### src/rtl/sap_control_sequencer.sv
// Microcoded T-state sequencer for the SAP-class 8-bit CPU: fetch/execute control word decode.
// Optional feature: define SAP_SEQ_EARLY_END_EN to return to T0 right after an instruction's last non-empty step.
module sap_control_sequencer (
    input  logic       clk_i,
    input  logic       rst_n_i,
    input  logic       clk_en_i,
    input  logic [3:0] opcode_i,
    output logic [2:0] step_o,
    output logic       halted_o,
    output logic       hlt_o,
    output logic       mi_o,
    output logic       ri_o,
    output logic       ro_o,
    output logic       io_o,
    output logic       ii_o,
    output logic       ai_o,
    output logic       ao_o,
    output logic       eo_o,
    output logic       su_o,
    output logic       bi_o,
    output logic       oi_o,
    output logic       ce_o,
    output logic       co_o,
    output logic       j_o
);

    typedef enum logic [2:0] {
        T0 = 3'd0,
        T1 = 3'd1,
        T2 = 3'd2,
        T3 = 3'd3,
        T4 = 3'd4
    } step_e;

    typedef struct packed {
        logic hlt;
        logic mi;
        logic ri;
        logic ro;
        logic io;
        logic ii;
        logic ai;
        logic ao;
        logic eo;
        logic su;
        logic bi;
        logic oi;
        logic ce;
        logic co;
        logic j;
    } ctrl_t;

    localparam logic [3:0] OP_NOP = 4'h0;
    localparam logic [3:0] OP_LDA = 4'h1;
    localparam logic [3:0] OP_ADD = 4'h2;
    localparam logic [3:0] OP_SUB = 4'h3;
    localparam logic [3:0] OP_STA = 4'h4;
    localparam logic [3:0] OP_LDI = 4'h5;
    localparam logic [3:0] OP_JMP = 4'h6;
    localparam logic [3:0] OP_OUT = 4'hE;
    localparam logic [3:0] OP_HLT = 4'hF;

    step_e step_q, step_d;
    logic  halted_q, halted_d;
    ctrl_t ctrl;

    // Execute-phase microcode; anything not listed is an all-zero word.
    function automatic ctrl_t exec_word(input logic [3:0] op, input step_e st);
        ctrl_t w;
        w = '0;
        case (op)
            OP_LDA: begin
                if (st == T2) begin w.io = 1'b1; w.mi = 1'b1; end
                if (st == T3) begin w.ro = 1'b1; w.ai = 1'b1; end
            end
            OP_ADD, OP_SUB: begin
                if (st == T2) begin w.io = 1'b1; w.mi = 1'b1; end
                if (st == T3) begin w.ro = 1'b1; w.bi = 1'b1; end
                if (st == T4) begin
                    w.eo = 1'b1;
                    w.ai = 1'b1;
                    w.su = (op == OP_SUB);
                end
            end
            OP_STA: begin
                if (st == T2) begin w.io = 1'b1; w.mi = 1'b1; end
                if (st == T3) begin w.ao = 1'b1; w.ri = 1'b1; end
            end
            OP_LDI: begin
                if (st == T2) begin w.io = 1'b1; w.ai = 1'b1; end
            end
            OP_JMP: begin
                if (st == T2) begin w.io = 1'b1; w.j = 1'b1; end
            end
            OP_OUT: begin
                if (st == T2) begin w.ao = 1'b1; w.oi = 1'b1; end
            end
            OP_HLT: begin
                if (st == T2) w.hlt = 1'b1;
            end
            default: w = '0;
        endcase
        return w;
    endfunction

`ifdef SAP_SEQ_EARLY_END_EN
    // Last step that carries a non-empty word. The NOP decision at T1 necessarily
    // uses the opcode presented during T1, since that is the only chance to cut it short.
    function automatic step_e last_step(input logic [3:0] op);
        step_e s;
        case (op)
            OP_LDI, OP_JMP, OP_OUT: s = T2;
            OP_LDA, OP_STA:         s = T3;
            OP_ADD, OP_SUB, OP_HLT: s = T4;
            default:                s = T1;
        endcase
        return s;
    endfunction
`endif

    always_ff @(posedge clk_i or negedge rst_n_i) begin
        if (!rst_n_i) begin
            step_q   <= T0;
            halted_q <= 1'b0;
        end else begin
            step_q   <= step_d;
            halted_q <= halted_d;
        end
    end

    always_comb begin
        step_d   = step_q;
        halted_d = halted_q;
        if (clk_en_i && !halted_q) begin
            if (step_q == T2 && opcode_i == OP_HLT) begin
                halted_d = 1'b1;
            end else begin
                case (step_q)
                    T0: step_d = T1;
                    T1: step_d = T2;
                    T2: step_d = T3;
                    T3: step_d = T4;
                    default: step_d = T0;
                endcase
`ifdef SAP_SEQ_EARLY_END_EN
                if (step_q == last_step(opcode_i)) step_d = T0;
`endif
            end
        end
    end

    always_comb begin
        ctrl = '0;
        if (halted_q) begin
            ctrl.hlt = 1'b1;
        end else begin
            case (step_q)
                T0: begin
                    ctrl.co = 1'b1;
                    ctrl.mi = 1'b1;
                end
                T1: begin
                    ctrl.ro = 1'b1;
                    ctrl.ii = 1'b1;
                    ctrl.ce = 1'b1;
                end
                default: ctrl = exec_word(opcode_i, step_q);
            endcase
        end
    end

    assign step_o   = step_q;
    assign halted_o = halted_q;
    assign hlt_o    = ctrl.hlt;
    assign mi_o     = ctrl.mi;
    assign ri_o     = ctrl.ri;
    assign ro_o     = ctrl.ro;
    assign io_o     = ctrl.io;
    assign ii_o     = ctrl.ii;
    assign ai_o     = ctrl.ai;
    assign ao_o     = ctrl.ao;
    assign eo_o     = ctrl.eo;
    assign su_o     = ctrl.su;
    assign bi_o     = ctrl.bi;
    assign oi_o     = ctrl.oi;
    assign ce_o     = ctrl.ce;
    assign co_o     = ctrl.co;
    assign j_o      = ctrl.j;

endmodule

### config.mk
export PLATFORM = sky130hd
export DESIGN_NAME = sap_control_sequencer
export DESIGN_NICKNAME = d
export VERILOG_FILES = /design/src/rtl/sap_control_sequencer.sv
export SDC_FILE = /design/constraint.sdc
export NUM_CORES = 1
export LEC_CHECK = 0
export ABC_AREA = 1
export CAP_MARGIN = 20
export CORE_MARGIN = 1.5
export CORE_UTILIZATION = 29
export DETAILED_ROUTE_END_ITERATION = 10
export PLACE_DENSITY = 0.74
export RECOVER_POWER = 25
export REMOVE_ABC_BUFFERS = 1
export SYNTH_ARGS = -nofsm -noshare
export SYNTH_HDL_FRONTEND = slang
export SYNTH_SLANG_ARGS = --single-unit
### constraint.sdc
create_clock -name clk_i -period 1.3 [get_ports clk_i]
set_input_delay 0.195 -clock clk_i [delete_from_list [all_inputs] [get_ports clk_i]]
set_output_delay 0.195 -clock clk_i [all_outputs]
set_load 0.02 [all_outputs]
== After elaboration in Yosys (flattened, before gate mapping) ==
Cells that the tools add are included.

* Bits in registers: 4
* Word-level logic and storage cells: 52
* Input port bits: 7

* Bitwise operators: 1
* Reduce and logical (&&, ||, !) cells: 11
* Equality and inequality tests: 12
* Muxes and demuxes: 26

{| class="wikitable"
|+ Operators with widths
! kind !! number
|-
| 1-bit two-way mux || 17
|-
| 14-bit two-way mux || 1
|-
| 4-bit by 3-bit equality test with 1-bit output, second input constant || 3
|-
| 3-bit one-hot mux with 4 select lines || 1
|-
| 4-bit by 2-bit equality test with 1-bit output, second input constant || 2
|-
| 4-bit equality test, second input constant || 2
|-
| 3-bit by 2-bit equality test with 1-bit output, second input constant || 2
|-
| 6-bit two-way mux || 1
|-
| 1-bit one-hot mux with 2 select lines || 3
|-
| 6-bit OR reduction || 1
|-
| 4-bit by 1-bit equality test with 1-bit output, second input constant || 1
|-
| 2-bit AND reduction || 2
|-
| 2-bit OR reduction || 2
|-
| 4-bit OR reduction || 1
|-
| 3-bit by 1-bit equality test with 1-bit output, second input constant || 1
|-
| 3-bit equality test, second input constant || 1
|-
| 3-bit zero test || 1
|-
| 3-bit two-way mux || 1
|-
| 1-bit one-hot mux with 3 select lines || 1
|-
| 3-bit OR reduction || 1
|-
| 1-bit logical AND || 2
|-
| 2-bit two-way mux || 1
|-
| 1-bit zero test || 1
|-
| 1-bit NOT || 1
|}

== Depth between registers and ports, before layout ==
Gate-level depths: netlist (run 1).

* Depth in word-level cells: 5
* Mapped depth: 8
* Mapped depth without buffers: 7

== Worst setup path after synthesis (run 1) ==
OpenSTA, ideal clock, no wires.

* Path kind: register to output
* Start: reg step_q[0], in the netlist step_o[0]
* End: out su_o
* Buffers on the path: 1
* Arrival: 1334 ps
* Path slack: -229 ps
* Data required time: 1105 ps
* Stages on the path, launching flop included: 5
* Path through: dfrtp_1 buf_6 nor3_1 nand2_1 nor3_1

* Cells in the longest elaborated chain, start to end: 5

{| class="wikitable"
|+ RTL lines
! element !! RTL line !! RTL
|-
| start, declared || 63 || <nowiki>step_e step_q, step_d;</nowiki>
|-
| start signal, assigned || 126 || <nowiki>step_q <= step_d;</nowiki>
|-
| 3-bit equality test || 79 || <nowiki>if (st == T4) begin</nowiki>
|-
| 2-bit two-way mux || 79 ||
|-
| 3-bit two-way mux || 71 || <nowiki>case (op)</nowiki>
|-
| 6-bit two-way mux (*) || 157 || <nowiki>case (step_q)</nowiki>
|-
| 14-bit two-way mux (*) || 154 || <nowiki>if (halted_q) begin</nowiki>
|-
| end, declared || 19 || <nowiki>output logic su_o,</nowiki>
|}

Mark *: on every way between the ends. The rest lies on a longest branch, timed or not.

== Worst setup path after layout (run 1) ==
* Start: reg step_q[0], in the netlist step_o[0]
* End: out ai_o

* Cells in the longest elaborated chain, start to end: 5

{| class="wikitable"
|+ RTL lines
! element !! RTL line !! RTL
|-
| 3-bit by 2-bit equality test with 1-bit output (tied with other cells) || 90 || <nowiki>if (st == T2) begin w.io = 1'b1; w.ai = 1'b1; end</nowiki>
|-
| 1-bit two-way mux, on equally long branches || 90, 74, 79 ||
|-
| 1-bit one-hot mux with 3 select lines || 71 ||
|-
| 6-bit two-way mux (*) || 157 ||
|-
| 14-bit two-way mux (*) || 154 ||
|-
| end, declared || 16 || <nowiki>output logic ai_o,</nowiki>
|}

Marked as above.

==> run summary, run 1 <==
The run finished, with violations left. The checks that failed: setup timing. Top-level I/O count: 26. The cell chosen for the clock root is clkbuf_4. For this run, asynchronously set or reset flops after synthesis account for 100%. The congestion estimate from routability-driven global placement came to 0.829. The count of flip-flops with a built-in enable after synthesis was 0. Clock latency on the worst-skew pair, taken at its later pin, is 0.24 ns. Critical path buffer and inverter count: 2. The tools report the area taken by multi-input logic gates as 377 sq um.

Of all nets on the critical path, the largest fanout is 4. Fill cells in the final layout number 134. The final worst hold slack is 0.233 ns, and the setup-violating endpoint count in the final report is 15.

The stage delay of the slowest cell on the critical path is 0.44 ns. The share of the clock period used by the worst path was 117%; the area growth from synthesis to layout was 113%. The clock passes through at most 2 buffers. For the maximum clock skew at final layout, the log shows 0.00498 ns. The logs give 0 for the hold violation count in the final report and 448 sq um for the cell area after synthesis. The fraction of final layout cells sized beyond drive strength 1 was 61.8%. The number of buffers inserted for hold repair after clock tree synthesis was 0; the chip height was 42.3 um. Setup repair after global routing could not meet its margin everywhere. The path class of the tightest hold or removal check is primary input to asynchronous set/reset pin. The repair_antennas step left the layout with diodes totalling 0. The tree built by TritonCTS fans out to 4 sinks. Final worst setup slack: -0.225 ns. Sorting the synthesized cells by how often they occur yields nand2_1 (19), nor2_1 (12), nand3_1 (11), inv_1 (9), dfrtp_1 (4). The clock transition at the registers of the reported paths was 0.04 ns. The run gives 653 as the number of global-route vias before repair. The tools report the H-tree depth as 1. For the total number of vias, the log shows 667.

Kind of cell adding the most delay to the critical path: simple AND/OR/NAND/NOR gates. The first-pass detailed-route iteration total was 3; the placeable core region was 1470 sq um. In this run the remaining antenna-violating nets after routing total 0. The run gives 1.33 ns as the arrival time at the worst endpoint.

Synthesis handed over a netlist of 76 instances. Summed over all cells, the static leakage comes to 0.478 nW. Sorting the synthesized cells by area gives the leading types as dfrtp_1 (22%), nand2_1 (16%), nand3_1 (12%).

The logs give 35.7% for the sequential cell fraction of total power and 18.3% for the total global routing track utilization. In the final routed layout, each cell accounts on average for 11.8 um. TritonCTS built the clock tree.

Power share of the combinational group: 18.3%. The total overflow left after global routing is 0. The Yosys step of the flow raised 0 warnings. For this design, the slowest cell found on the critical path is dfrtp_2. Once placement finished, the instance area stood at 823 sq um. VDD sags by at most 0.349 mV.

The routed design has 1650 um of wire. Across the run, the number of max-cap violations was 0. Measured along the x axis, the die boundary spans 42.3 um. By instance count, the leading cell after synthesis is nand2_1. The mean area per synthesized cell works out to 5.89 sq um. The signal on the critical path passes through nor3_2 > nand2_2 > nand3_1 > nand2_1 > inv_1 > buf_6. STA puts the critical path data required time at 1.11 ns. The minimum setup slack after placement was -0.799 ns; the switching power share of the total was 26.2%. For the initial antenna violation count, the log shows 0. The area share of the leading cell type in the synthesized netlist was 22.3%. In this run, the clock network consumes 46.0% of the power. The run gives 3 as the number of buffers created by CTS. The post-layout total power came out at 350 uW. The critical path is of the register to output pin type.

After detailed routing, the number of vias per cell comes to 4.80. After legalization and detailed placement, the total HPWL measured 1150 um. Transition time of the tightest slew-check pin: 0.277 ns.

The tools report the relative slew slack as 81.5%. After synthesis, the netlist uses 18 different library cells. The run gives 2500 um as the global-route wire length before repair. The dominant cell type by area after synthesis is dfrtp_1. Count of nets after finishing: 132. Once the floorplan was initialized, standard cells occupied 30.4% of the core.

The logs give 0 for the max-slew violation count and 22.3% for the portion of the post-synthesis area used by sequential elements. Die area: 1790 sq um. Largest net degree at the start of global routing: 8.

The run gives 91.9 uW as the switching component of the power. Based on the critical path, the design can be clocked at up to 656 MHz. The setup TNS was -2.41 ns. The type of element launching the critical path is a register.

The initialized floorplan defines 14 standard-cell rows. The dominant synthesized flop cell is dfrtp_1. Once layout is done, the placed cells without fillers occupy 953 sq um. Across the whole layout, storage elements account for 105 sq um. For the internal power of the cells, the log shows 258 uW.

STA classifies the critical path endpoint as an output pin. Setup slack on the worst reg-to-reg path comes out at 0.03 ns. The synthesis-stage register bit count came out at 4. The final period demand of the worst path was 1.53 ns. Cell area power density: 367 nW/um^2. For this block, the initial DRC count from the detailed router was 7. For the DRC violations left, the log shows 0. The count of buffers added on input and output ports is 25.
==> final timing paths <==
| check | to | start | cells past startpoint |
|---|---|---|---|
| worst min register to register | step_o[1] | step_o[1] | 3 |
| min in group clk_i | halted_o | clk_en_i | 3 |
| max in group asynchronous | halted_o | rst_n_i | 1 |
| worst max-delay path | ai_o | step_o[0] | 6 |
| worst min-delay path | step_o[1] | rst_n_i | 1 |
| worst max register to register | step_o[2] | step_o[0] | 9 |
==> registers in the layout (all words and copies together), names as in the netlist <==
name,cells
halted_o,1
step_o,3
==> power groups by stage <==
| stage | logic (mW) | registers [mW] | clock network (mW) |
|---|---|---|---|
| after CTS | 0.0600 | 0.125 | 0.165 |
| after detailed placement | 0.0625 | 0.127 | 0 |
| after global routing | 0.0718 | 0.125 | 0.168 |
| after floorplan | 0.0181 | 0.127 | 0 |
| after global placement | 0.0616 | 0.127 | 0 |
| final | 0.0643 | 0.125 | 0.161 |
==> cell usage in the layout, fill, tap and decap left out <==
cell             instances
nand3_4                  1
nor3_1                   1
nand3_1                  9
inv_4                    1
o21ai_1                  1
nand2_1                 14
a21oi_2                  2
dlygate4sd3_1            1
buf_4                   29
dlygate4sd2_1            4
o21ai_0                  1
nand3_2                  1
dfrtp_2                  4
nor2_4                   3
nor3_2                   2
inv_1                    6
nor2_1                   8
buf_2                    3
clkdlybuf4s15_2          2
nor3b_2                  1
inv_2                    3
nor4_2                   1
clkbuf_4                 3
nor4_4                   1
clkdlybuf4s50_1          1
buf_6                    7
o21ai_2                  1
nor2_2                   3
o22ai_1                  1
nand2_4                  1
nand2_2                  7
==> layer usage <==
metal / track usage, % / up-vias / share of wire (%) / wire length [um]
met2: 36.0 / 17 / 56 / 930
met5: 0 / - / 0 / 0
met1: 18.9 / 305 / 38 / 622
met4: 7.50 / 0 / 1.5 / 25
met3: 2.16 / 2 / 4.1 / 68
li1: - / 343 / - / -
==> cell type report <==
cell class | instances | area share [%]
repair buffers | 47 | 40.8
multi-input cells | 59 | 39.5
flip-flops and latches | 4 | 11.0
inverters | 10 | 4.20
clock buffers | 3 | 2.36
well taps | 16 | 2.10
==> through the flow <==
stage          instances  util [%]
6_report             139      64.8
5_1_grt              139      64.8
4_1_cts              136      58.2
3_5_place_dp         132      56.0
3_3_place_gp         132      56.0
2_1_floorplan         73         -
==> logic make-up after synthesis <==
kind of cell,Yosys count,share of synthesized area [%]
AND/OR/NAND/NOR,53,55.6
buffers and inverters,13,15.1
AO/OA/AOI/OAI,6,6.98
flip-flops,4,22.3
==> what timing repair did <==
| action | 4_1_cts | 5_1_grt |
|---|---|---|
| pin swaps | 1 | 5 |
| gates resized for setup | 109 | 25 |
| gates cloned | 0 | 0 |
| buffers inserted | 1 | 3 |
| endpoints found under the setup margin | 19 | 18 |
Power figures use the tool's default switching activity.
==> inputs of run 2 (changes only) <==
--- a/config.mk
+++ b/config.mk
@@ -9,6 +9,7 @@
 export CAP_MARGIN = 20
 export CORE_MARGIN = 1.5
 export CORE_UTILIZATION = 29
+export CTS_CLUSTER_DIAMETER = 60
 export DETAILED_ROUTE_END_ITERATION = 10
 export PLACE_DENSITY = 0.74
 export RECOVER_POWER = 25
==> results of run 2 <==
The final DEF is identical to that of run 1; final timing and power are the same.
